$ cat src/rtl/led_chain_shifter_pkg.sv
// Shared constants, FSM state encoding and width helper for the LED driver-chain shifter.
package led_chain_shifter_pkg;

    localparam int CH_PER_BOARD = 32;

    typedef enum logic [2:0] {
        ST_IDLE  = 3'd0,
        ST_LOAD  = 3'd1,
        ST_SHIFT = 3'd2,
        ST_GAP   = 3'd3,
        ST_LATCH = 3'd4
    } state_t;

    // Counter width that never collapses to zero bits for a terminal count of 1.
    function automatic int cnt_w(input int v);
        return (v <= 1) ? 1 : $clog2(v);
    endfunction

endpackage

$ cat src/rtl/led_chain_shifter_sclk_gen.sv
// SCLK divider: c_clkdiv cycles low then c_clkdiv cycles high while enabled,
// with combinational strikes flagging the edge on which SCLK rises or falls.
module led_chain_shifter_sclk_gen #(
    parameter int c_clkdiv = 2
) (
    input  logic i_clk,
    input  logic i_rst,
    input  logic i_en,
    input  logic i_mask_rise,
    output logic o_sclk,
    output logic o_rise,
    output logic o_fall
);

    localparam int c_cnt_w = $clog2(c_clkdiv + 1);
    localparam logic [c_cnt_w-1:0] c_cnt_last = c_cnt_w'(c_clkdiv - 1);

    logic [c_cnt_w-1:0] r_cnt;
    logic               r_sclk;
    logic               w_wrap;

    assign w_wrap = i_en && (r_cnt == c_cnt_last);
    // o_rise still fires when masked so the owner can time a full low phase.
    assign o_rise = w_wrap && !r_sclk;
    assign o_fall = w_wrap && r_sclk;
    assign o_sclk = r_sclk;

    always_ff @(posedge i_clk) begin
        if (i_rst || !i_en) begin
            r_cnt  <= '0;
            r_sclk <= 1'b0;
        end else if (w_wrap) begin
            r_cnt <= '0;
            if (r_sclk) begin
                r_sclk <= 1'b0;
            end else if (!i_mask_rise) begin
                r_sclk <= 1'b1;
            end
        end else begin
            r_cnt <= r_cnt + 1'b1;
        end
    end

endmodule

$ cat src/rtl/led_chain_shifter.sv
// Scans the framebuffer from the highest channel down and streams it MSB-first
// onto the daisy-chained LED driver bus, finishing each frame with a latch pulse.
module led_chain_shifter
    import led_chain_shifter_pkg::*;
#(
    parameter int c_ledboards = 30,
    parameter int c_bpc       = 12,
    parameter int c_channels  = c_ledboards * CH_PER_BOARD,
    parameter int c_addr_w    = $clog2(c_channels),
    parameter int c_clkdiv    = 2,
    parameter int c_latch_len = 2
) (
    input  logic                i_clk,
    input  logic                i_rst,
    input  logic                i_start,
    output logic [c_addr_w-1:0] o_raddr,
    input  logic [c_bpc-1:0]    i_rdata,
    output logic                o_sclk,
    output logic                o_sdata,
    output logic                o_latch,
    output logic                o_busy,
    output logic                o_done
);

    localparam int c_bit_w   = cnt_w(c_bpc);
    localparam int c_latch_w = cnt_w(c_latch_len);

    localparam logic [c_addr_w-1:0]  c_addr_last  = c_addr_w'(c_channels - 1);
    localparam logic [c_addr_w-1:0]  c_addr_second = c_addr_w'(c_channels - 2);
    localparam logic [c_bit_w-1:0]   c_bit_last   = c_bit_w'(c_bpc - 1);
    localparam logic [c_latch_w-1:0] c_latch_last = c_latch_w'(c_latch_len - 1);

    state_t r_state;
    state_t w_state_next;

    logic [c_bpc-1:0]     r_shift;
    logic [c_bpc-1:0]     w_shift_next;
    logic [c_bit_w-1:0]   r_bit_cnt;
    logic [c_addr_w-1:0]  r_word_cnt;
    logic [c_latch_w-1:0] r_latch_cnt;
    logic [c_addr_w-1:0]  r_raddr;
    logic                 r_latch;
    logic                 r_busy;
    logic                 r_done;

    logic w_sclk;
    logic w_rise;
    logic w_fall;
    logic w_sclk_en;
    logic w_gap;
    logic w_word_end;
    logic w_frame_end;

    led_chain_shifter_sclk_gen #(
        .c_clkdiv (c_clkdiv)
    ) u_sclk_gen (
        .i_clk       (i_clk),
        .i_rst       (i_rst),
        .i_en        (w_sclk_en),
        .i_mask_rise (w_gap),
        .o_sclk      (w_sclk),
        .o_rise      (w_rise),
        .o_fall      (w_fall)
    );

    always_ff @(posedge i_clk) begin
        if (i_rst) begin
            r_state <= ST_IDLE;
        end else begin
            r_state <= w_state_next;
        end
    end

    always_comb begin
        w_state_next = r_state;
        w_sclk_en    = (r_state == ST_SHIFT) || (r_state == ST_GAP);
        w_gap        = (r_state == ST_GAP);
        w_word_end   = (r_state == ST_SHIFT) && w_fall && (r_bit_cnt == '0);
        w_frame_end  = w_word_end && (r_word_cnt == '0);
        w_shift_next = r_shift << 1;
        unique case (r_state)
            ST_IDLE:  if (i_start) w_state_next = ST_LOAD;
            ST_LOAD:  w_state_next = ST_SHIFT;
            ST_SHIFT: if (w_frame_end) w_state_next = ST_GAP;
            // Masked rise marks the end of the SCLK-low gap before the latch.
            ST_GAP:   if (w_rise) w_state_next = ST_LATCH;
            ST_LATCH: if (r_latch_cnt == '0) w_state_next = ST_IDLE;
            default:  w_state_next = ST_IDLE;
        endcase
    end

    always_ff @(posedge i_clk) begin
        if (i_rst) begin
            r_shift     <= '0;
            r_bit_cnt   <= '0;
            r_word_cnt  <= '0;
            r_latch_cnt <= '0;
            r_raddr     <= c_addr_last;
            r_latch     <= 1'b0;
            r_busy      <= 1'b0;
            r_done      <= 1'b0;
        end else begin
            r_done <= 1'b0;
            unique case (r_state)
                ST_IDLE: begin
                    if (i_start) r_busy <= 1'b1;
                end
                ST_LOAD: begin
                    r_shift    <= i_rdata;
                    r_raddr    <= c_addr_second;
                    r_bit_cnt  <= c_bit_last;
                    r_word_cnt <= c_addr_last;
                end
                ST_SHIFT: begin
                    if (w_fall) begin
                        if (r_bit_cnt != '0) begin
                            r_shift   <= w_shift_next;
                            r_bit_cnt <= r_bit_cnt - 1'b1;
                        end else if (r_word_cnt != '0) begin
                            // Next word has been waiting on i_rdata for a whole word time.
                            r_shift    <= i_rdata;
                            r_bit_cnt  <= c_bit_last;
                            r_word_cnt <= r_word_cnt - 1'b1;
                            if (r_raddr != '0) r_raddr <= r_raddr - 1'b1;
                        end else begin
                            r_shift <= '0;
                        end
                    end
                end
                ST_GAP: begin
                    if (w_rise) begin
                        r_latch     <= 1'b1;
                        r_latch_cnt <= c_latch_last;
                    end
                end
                ST_LATCH: begin
                    if (r_latch_cnt == '0) begin
                        r_latch <= 1'b0;
                        r_busy  <= 1'b0;
                        r_done  <= 1'b1;
                        r_raddr <= c_addr_last;
                    end else begin
                        r_latch_cnt <= r_latch_cnt - 1'b1;
                    end
                end
                default: begin
                    r_latch <= 1'b0;
                end
            endcase
        end
    end

    assign o_raddr = r_raddr;
    assign o_sclk  = w_sclk;
    assign o_sdata = r_shift[c_bpc-1];
    assign o_latch = r_latch;
    assign o_busy  = r_busy;
    assign o_done  = r_done;

endmodule

$ cat config.mk
export PLATFORM = sky130hd
export DESIGN_NAME = led_chain_shifter
export DESIGN_NICKNAME = d
export VERILOG_FILES = /design/src/rtl/led_chain_shifter_pkg.sv /design/src/rtl/led_chain_shifter_sclk_gen.sv /design/src/rtl/led_chain_shifter.sv
export SDC_FILE = /design/constraint.sdc
export NUM_CORES = 1
export LEC_CHECK = 0
export BUFFER_PORTS_ARGS = -buffer_cell sky130_fd_sc_hd__buf_2
export CAP_MARGIN = 40
export CORE_MARGIN = 2
export CORE_UTILIZATION = 25
export CTS_CLUSTER_DIAMETER = 40
export CTS_CLUSTER_SIZE = 24
export DETAILED_ROUTE_END_ITERATION = 12
export PLACE_DENSITY = 0.4
export SYNTH_ARGS = -nofsm -noshare
export SYNTH_HDL_FRONTEND = slang
export SYNTH_SLANG_ARGS = --single-unit
$ cat constraint.sdc
create_clock -name i_clk -period 2.7 [get_ports i_clk]
set_clock_uncertainty 0.2 [all_clocks]
set_input_delay 0.81 -clock i_clk [delete_from_list [all_inputs] [get_ports i_clk]]
set_output_delay 0.81 -clock i_clk [all_outputs]
set_load 0.02 [all_outputs]
==> reports/metrics.cfg <==
[clocking]
cts_hold_buf=0
cts_resized=0
clock_tree.buffer_depth=2
clockRootBuffer=clkbuf_8
htreeDepth=2
cts_tree=built
insertion_delay_ps=300
clock_sinks=46
cts_inserted_buffers=5
cts_setup_buffers=0
clk_pin_slew_ps=90

[pwr]
power_mw=1.62
power.density_nw_per_um2=579
sw_frac_of_total_pct=32.2
seqPwrFrac_pct=48.2
p_comb_share_pct=24.9
ir_drop_mv=0.207
switchingPower_uw=521
intPower_mw=1.10
p_clk_share_pct=26.9
p_leak_nw=1.05

[routing]
routed_via_density=4.83
drtAntennaViolNets=0
drc=0
via_count=2081
dr.pass1.iters=4
first_iter_violations=74
wl_per_cell_um=13.8
routed_wl_mm=5.94

[worst_setup_path]
critPathCaptureType=flop
r2r-end=o_raddr[2]
start_kind=flop
critical_path.max_fanout=5
path_class=flop to flop
reg2reg_setup_slack_ps=170
cp.required_ps=2660
reg2reg_from=r_word_cnt[0]
cpMaxStageDelayCell=or4b_2
rr_worst_depth=7
critPathArrivalTime_ps=2490
crit_chain=inv_1 -> ha_1 -> or4b_2 -> or3_1 -> a211o_1 -> a21oi_1 -> a41oi_1
crit_family=simple AND/OR/NAND/NOR gates
cp_num_buf_inv=1
slowest_delay_ps=670

[final_layout]
area_growth_pct=16.3
insertedDiodeCount=0
nets=322
drive_above_1_share_pct=17.9
postLayoutCoreUtil_pct=30.1
fin_area_sq_um=2800
final_cells=431

[yosys]
yosysUniqueCellTypes=52
yosys-top-cells-count=46 x dfxtp_1, 29 x nor2_1, 20 x a21oi_1
yosysMostFrequentCell=dfxtp_1
syn_area_sq_um=2400
synth.avg_cell_area_sq_um=8.84
synth_fp_nets=293
synth-edff-count=0
ys.flop_type=dfxtp_1
yosysTopAreaCell=dfxtp_1
netlist.area_leader.share_pct=38.3
synth_cells=272
async_flop_share_pct=0
yosysWarnings=0
synth-seq-cells=46
yosysSeqAreaShare_pct=38.3
ys_top_cells_by_area=dfxtp_1 38%, mux2i_1 5.4%, nor2_1 4.5%, a21oi_1 4.2%, a2bb2oi_1 4.0%

[die]
die_x_um=102
die_h_um=102
dieArea_sq_um=10400
io_pins=30
rows=35
fp.coreArea_sq_um=9280
start_util_pct=25.9

[outcome]
status=finished clean

[global_routing]
antenna_found_initial=0
grt_max_degree=44
grt_first_pass_wirelength_mm=10.1
grt_pass1_vias=1957
grt_remaining_overflow=0
grtUsageTotal_pct=12.1

[place]
placed_cells=423
portBuffers=29
dpl.hpwl_mm=4.07
post-place-ws_ps=186
place_congestion=0.777
dpl_cell_area_sq_um=2710

[sta]
setup_violations=0
hold_viol=0
tightestPinTransition_ps=531
whs_ps=229
final.setup.worst_slack_ps=170
max_freq_ghz=0.395
drv_slew=0
setup_tns_ps=0
fin_crit_sh_pct=93.7
maxSlewHeadroom_pct=64.5
period_needed_ps=2530
rsz0062_at_grt=false

[worst_hold_path]
hold_start=u_sclk_gen.r_cnt[0]
min_to=u_sclk_gen.r_cnt[0]
hp-class=flop to flop
hold_depth=1

[flow_run]
maxCapViolations=0

-- flip-flops by register name (all words and copies together), names as in the netlist --
signal	count
r_shift	12
o_raddr	10
r_word_cnt	10
r_bit_cnt	4
r_state	3
u_sclk_gen.r_cnt	2
o_busy	1
o_done	1
o_latch	1
r_latch_cnt	1
u_sclk_gen.o_sclk	1
-- per-layer routing --
metal  part of all wire (%)  track usage [%]  wire (um)  up-vias
met1                     50             16.9       3000      983
met4                   0.50             3.08         30        0
met5                      0                0          0        -
met2                     45             18.8       2690       27
met3                    3.8             2.87        223        2
li1                       -                -          -     1069
-- power by group through the flow --
stage               Clock, mW  Combinational, mW  Sequential (mW)
floorplan                   0              0.308            0.788
global placement            0              0.405            0.796
detailed placement          0              0.406            0.795
CTS                     0.452              0.408            0.780
global route            0.487              0.451            0.790
finish                  0.436              0.403            0.779
-- final cells by class --
type                       instances  area, sq um
tap                              129          161
multi-input combinational        198         1360
sequential                        46          921
clock inverter                     2         13.8
timing repair buffer              41          235
inverter                           9         33.8
fill                            1021         6490
clock buffer                       6         72.6
-- cell families after synthesis --
| family | after synthesis | synth area share [%] |
|---|---|---|
| flip-flops | 46 | 38.3 |
| multiplexers | 13 | 5.41 |
| XOR/XNOR | 8 | 2.92 |
| buffers and inverters | 28 | 5.15 |
| AND/OR/NAND/NOR | 101 | 24.4 |
| adder cells (fa/ha/maj) | 6 | 3.12 |
| AO/OA/AOI/OAI | 70 | 20.7 |
-- worst max-delay path by stage --
stage,startpoint,endpoint,depth (start not counted)
6_report,r_word_cnt[0],o_raddr[2],7
2_1_floorplan,o_raddr[0],o_raddr[2],8
3_5_place_dp,r_word_cnt[0],o_raddr[2],7
3_3_place_gp,r_word_cnt[0],r_shift[7],8
4_1_cts,r_word_cnt[0],o_raddr[2],7
5_1_grt,r_word_cnt[0],r_shift[2],8
-- layout by cell type (no fill, tap or decap), types with 5 or more instances in the layout --
cell / n
nand2_1: 9
o21bai_1: 5
nor2_1: 29
ha_1: 6
a2bb2oi_1: 11
a21o_1: 5
nor3_1: 14
mux2i_1: 13
inv_1: 9
or3_1: 6
nor4_1: 7
a21oi_1: 20
clkbuf_8: 5
buf_4: 12
dfxtp_1: 46
buf_2: 29
xnor2_1: 6
No activity file was read; power rests on OpenSTA's default activity.
